--- src/rtl/counter_pkg.sv ---
// rtl/counter_pkg.sv - shared constants and helpers for the multi-digit counter
package counter_pkg;

    localparam int unsigned DIGIT_W = 4;

    localparam logic [DIGIT_W-1:0] DEC_MAX = 4'd9;
    localparam logic [DIGIT_W-1:0] HEX_MAX = 4'd15;

    localparam logic TYPE_DEC = 1'b0;
    localparam logic TYPE_HEX = 1'b1;
    localparam logic DIR_UP   = 1'b0;
    localparam logic DIR_DOWN = 1'b1;

    // Largest legal digit value for the selected counting base
    function automatic logic [DIGIT_W-1:0] digit_max(input logic type_sel);
        return (type_sel == TYPE_HEX) ? HEX_MAX : DEC_MAX;
    endfunction

endpackage

--- src/rtl/counter_digit.sv ---
// rtl/counter_digit.sv - one 4-bit BCD/hex up/down digit cell
module counter_digit
    import counter_pkg::*;
(
    input  logic               clk,
    input  logic               reset,
    input  logic               step,
    input  logic               type_sel,
    input  logic               updown,
    input  logic               load,
    input  logic [DIGIT_W-1:0] load_digit,
    output logic [DIGIT_W-1:0] digit,
    output logic               term,
    output logic               carry
);

    logic [DIGIT_W-1:0] dmax;

    assign dmax = digit_max(type_sel);

    // Terminal flag for eout: an out-of-range decimal digit is never terminal.
    // Carry flag for the chain: a step from here rolls this digit over
    // (to 0 going up, including out-of-range digits; from 0 going down).
    always_comb begin
        term  = 1'b0;
        carry = 1'b0;
        if (updown == DIR_DOWN) begin
            term  = (digit == '0);
            carry = (digit == '0);
        end else begin
            term  = (digit == dmax);
            carry = (digit >= dmax);
        end
    end

    // Digit register: load has priority over step; out-of-range digits are
    // forced back into range on their next step.
    always_ff @(posedge clk or posedge reset) begin
        if (reset) begin
            digit <= '0;
        end else if (load) begin
            digit <= load_digit;
        end else if (step) begin
            if (updown == DIR_DOWN) begin
                if (digit == '0 || digit > dmax)
                    digit <= dmax;
                else
                    digit <= digit - 4'd1;
            end else begin
                if (digit >= dmax)
                    digit <= '0;
                else
                    digit <= digit + 4'd1;
            end
        end
    end

endmodule

--- src/rtl/multi_digit_counter.sv ---
// rtl/multi_digit_counter.sv - cascaded BCD/hex up/down counter with load, eout and wrap
module multi_digit_counter
    import counter_pkg::*;
#(
    parameter int unsigned NUM_DIGITS = 4
) (
    input  logic                          clk,
    input  logic                          reset,
    input  logic                          enable,
    input  logic                          type_sel,
    input  logic                          updown,
    input  logic                          load,
    input  logic [DIGIT_W*NUM_DIGITS-1:0] load_value,
    output logic [DIGIT_W*NUM_DIGITS-1:0] count,
    output logic                          eout,
    output logic                          wrap,
    output logic                          zero
);

    logic [NUM_DIGITS-1:0] step;
    logic [NUM_DIGITS-1:0] term;
    logic [NUM_DIGITS-1:0] carry;

    genvar k;
    generate
        for (k = 0; k < NUM_DIGITS; k++) begin : g_digit
            counter_digit u_digit (
                .clk        (clk),
                .reset      (reset),
                .step       (step[k]),
                .type_sel   (type_sel),
                .updown     (updown),
                .load       (load),
                .load_digit (load_value[DIGIT_W*k +: DIGIT_W]),
                .digit      (count[DIGIT_W*k +: DIGIT_W]),
                .term       (term[k]),
                .carry      (carry[k])
            );
        end
    endgenerate

    // Step chain: digit k steps when counting is enabled and every lower digit rolls over
    always_comb begin
        logic acc;
        acc = enable & ~load;
        for (int i = 0; i < NUM_DIGITS; i++) begin
            step[i] = acc;
            acc     = acc & carry[i];
        end
    end

    // Terminal count and zero detect, both combinational for cascading and display
    assign eout = enable & ~load & (&term);
    assign zero = (count == '0);

    // Wrap pulse: eout delayed by one edge
    always_ff @(posedge clk or posedge reset) begin
        if (reset)
            wrap <= 1'b0;
        else
            wrap <= eout;
    end

endmodule

--- config.mk ---
export PLATFORM = sky130hd
export DESIGN_NAME = multi_digit_counter
export DESIGN_NICKNAME = d
export VERILOG_FILES = /design/src/rtl/counter_pkg.sv /design/src/rtl/counter_digit.sv /design/src/rtl/multi_digit_counter.sv
export SDC_FILE = /design/constraint.sdc
export NUM_CORES = 1
export LEC_CHECK = 0
export BUFFER_PORTS_ARGS = -buffer_cell sky130_fd_sc_hd__buf_2
export CORE_MARGIN = 5
export CORE_UTILIZATION = 56
export CTS_BUF_LIST = sky130_fd_sc_hd__clkbuf_16
export DETAILED_ROUTE_END_ITERATION = 10
export GPL_ROUTABILITY_DRIVEN = 0
export MAX_ROUTING_LAYER = met4
export PLACE_DENSITY = 0.81
export SYNTH_ARGS = -nofsm -noshare
export SYNTH_HDL_FRONTEND = slang
export SYNTH_SLANG_ARGS = --single-unit
--- constraint.sdc ---
create_clock -name clk -period 2.4 [get_ports clk]
set_input_delay 0.12 -clock clk [delete_from_list [all_inputs] [get_ports clk]]
set_output_delay 0.12 -clock clk [all_outputs]
set_load 0.02 [all_outputs]
==> results.py <==
metrics = {
    "clocking": {
        "clk_path_buf_depth": 2,
        "clock_latency_ns": 0.26,
        "cts.htree.levels": 1,
        "cts_made_buffers": 3,
        "cts_tree": "built",
        "cts.clk_slew.worst_paths_ns": 0.06,
        "cts.sink_count": 17,
        "cts_root_buffer": "clkbuf_16",
    },
    "layout": {
        "num_antenna_cells": 0,
        "fin_area_um2": 2420,
        "fill_cells": 289,
        "utilization_pct": 70.8,
        "drive_gt1_share_pct": 28.7,
        "area_delta_synth_final_pct": 19.5,
        "nets": 328,
        "multi_input_area_um2": 1470,
        "fin_cells": 332,
        "register_area_um2": 428,
    },
    "hold_path": {
        "hp-class": "in2reg",
    },
    "global_routing": {
        "grt_util_all_layers_pct": 23.1,
        "grt_start_max_net_pins": 31,
        "grt_pass1_wl_um": 9110,
        "grt_pass1_vias": 1950,
        "grt_overflow": 0,
        "antenna_found_initial": 0,
    },
    "synthesis": {
        "synth_top_area_share_pct": 21.0,
        "synth_edf_count": 0,
        "synth_cells": 242,
        "async_flop_share_pct": 100,
        "synth_cell_types": 58,
        "synthFlopType": "dfrtp_1",
        "synth_most_common_cell": "ha_1",
        "synthTopCellsByArea": "dfrtp_1 (21%), ha_1 (12%), mux2_4 (3.7%)",
        "syn_avg_cell_area_um2": 8.36,
        "yosys-top-cells-count": "ha_1 (19), dfrtp_1 (17), inv_1 (17), nor2_1 (17), nand2_1 (13)",
        "yosysSeqAreaShare_pct": 21.0,
        "ys_warn_count": 0,
        "yosys.area.top_type": "dfrtp_1",
        "syn_area_um2": 2020,
        "synth.net_count": 283,
        "ys_seq_elements": 17,
    },
    "timing": {
        "max_freq_mhz": 443,
        "worst_pin_slew_ns": 0.700,
        "slew_headroom_pct": 53.3,
        "finalSetupViolCount": 0,
        "drv_slew": 0,
        "setup-tns-final_ns": 0,
        "grt_setup_unrepaired": "no",
        "post-route-period-util_pct": 94.1,
        "finalHoldViolCount": 0,
        "setup_ws_ns": 0.143,
        "fin_crit_ns": 2.26,
        "finClkSkew_ns": 0.00312,
    },
    "routing": {
        "drt_iter0_drc": 120,
        "via_count": 2013,
        "drt_pass1_iterations": 4,
        "final_antenna_net_count": 0,
        "post_drt_wl_per_cell_um": 16.0,
        "drc": 0,
        "via_per_inst": 6.06,
        "wl_um": 5330,
    },
    "die": {
        "core_um2": 3420,
        "boundaryPins": 41,
        "row_count": 21,
        "die_x_um": 70.1,
        "fp.dieH_um": 70.1,
        "start_util_pct": 59.2,
        "design.die.area_um2": 4910,
    },
    "critical_path": {
        "worstPathArrival_ns": 2.14,
        "setup.worst_path.end_class": "output port",
        "critical_path.slowest_cell": "dfrtp_2",
        "r2r-end": "g_digit[2].u_digit.digit[0]",
        "cp_data_required_time_ns": 2.28,
        "worstSetupPathType": "reg2out",
        "critPathBufInv": 1,
        "r2r_slack_ns": 0.21,
        "critPathMaxFanout": 7,
        "crit_end": "eout",
        "cp_cell_sequence": "ha_1 -> nand4_1 -> nor4_2 -> nand3_1 -> a221oi_2 -> buf_4",
        "slowest_delay_ns": 0.46,
        "crit_family": "simple AND/OR/NAND/NOR gates",
        "cp-startpoint": "g_digit[3].u_digit.digit[1]",
        "start_kind": "flop",
        "r2r-start": "g_digit[1].u_digit.digit[1]",
        "cp.depth": 6,
        "worstRegToRegCells": 9,
    },
    "place": {
        "placed_area_um2": 2290,
        "io_buffers": 40,
        "pre_cts_ws_ns": 0.118,
        "hpwl_um": 3900,
        "numPlacedInstances": 325,
    },
    "outcome": {
        "run_status": "finished clean",
    },
    "pwr": {
        "peakVddDrop_uv": 475,
        "static-leakage-power_nw": 1.16,
        "power_density_nw_per_um2": 912,
    },
    "run": {
        "cap_violations": 0,
    },
}
logic make-up (layout without fill, tap and decap cells):
| kind of cell | Yosys count | in the layout | share of synthesized area, % |
|---|---|---|---|
| buffers and inverters | 33 | 77 | 7.30 |
| AND/OR/NAND/NOR | 76 | 76 | 20.5 |
| flip-flops | 17 | 17 | 21.0 |
| multiplexers | 11 | 11 | 6.86 |
| adder cells (fa/ha/maj) | 19 | 19 | 11.8 |
| XOR/XNOR | 10 | 10 | 4.33 |
| AO/OA/AOI/OAI | 76 | 76 | 28.2 |
power by group:
| part | leakage [nW] | internal [mW] | switching (mW) |
|---|---|---|---|
| Sequential | 0.198 | 0.368 | 0.118 |
| Combinational | 0.921 | 0.642 | 0.732 |
| Clock | 0.0423 | 0.222 | 0.124 |
registers in the layout, indices dropped and copies added, names as in the netlist:
name / flops
wrap: 1
g_digit.u_digit.digit: 16
routing by layer:
layer	share of wire, %	track usage [%]	vias to the layer above
li1	-	-	985
met1	44	30.7	962
met2	48	36.5	59
met3	6.2	2.73	7
met4	1.5	7.66	0
met5	0	-	-
how the worst min path moves through the flow:
stage	startpoint	endpoint	cells after the start	slack [ns]
final	load_value[0]	g_digit[0].u_digit.digit[0]	3	0.07
after global routing	load_value[0]	g_digit[0].u_digit.digit[0]	3	0.1
after CTS	load_value[0]	g_digit[0].u_digit.digit[0]	3	0.07
after detailed placement	reset	g_digit[3].u_digit.digit[3]	2	0.26
after global placement	reset	g_digit[3].u_digit.digit[3]	2	0.26
after floorplan	reset	g_digit[0].u_digit.digit[0]	1	0.05
through the flow:
stage	hold WS, ns	total power [mW]
5_1_grt	0.0986	2.37
6_report	0.0668	2.21
2_1_floorplan	0.0461	1.47
3_5_place_dp	0.261	1.80
3_3_place_gp	0.260	1.77
4_1_cts	0.0712	2.17
worst register-to-register path, stage by stage (launching register included):
cell and delay (ns):
dfrtp_1 0.40, buf_4 0.17, inv_1 0.05, ha_1 0.20
nor3b_4 0.36, and4_1 0.24, a311o_1 0.20, buf_4 0.19
o311ai_0 0.14, o21a_1 0.15
area by class of cell:
cell class | count | area share (%)
flip-flops and latches | 17 | 17.7
multi-input cells | 192 | 60.6
clock inverters | 1 | 0.155
repair buffers | 56 | 13.5
clock buffers | 3 | 3.10
inverters | 17 | 2.64
well taps | 46 | 2.38
repair_timing:
item                                    in CTS  in global routing
setup buffers                                0                  2
pin swaps                                    0                  1
hold buffers                                 1                  0
resized for setup                            2                  4
hold endpoints to repair                    17                  0
endpoints found under the setup margin       1                  1
layout by cell type (no fill, tap or decap), drive strengths merged, types with 2 or more instances in the layout:
cell type	n
nor2b	8
a31oi	4
xor2	4
xnor2	6
nand3b	3
a222oi	2
nor3	5
inv	18
o21ai	12
o211a	2
a21o	5
o221a	3
clkbuf	3
and3	2
a21boi	3
ha	19
a21oi	12
nor3b	3
a31o	3
dfrtp	17
nand3	9
a211oi	3
mux2i	3
nor2	17
o22ai	5
a221oi	2
buf	55
a22oi	3
mux2	8
nand4	3
and4	2
nand2b	4
nand2	13
o31ai	2
or3	2
a211o	2
a311o	2
o211ai	3
and2	2
Power figures use the tool's default switching activity.
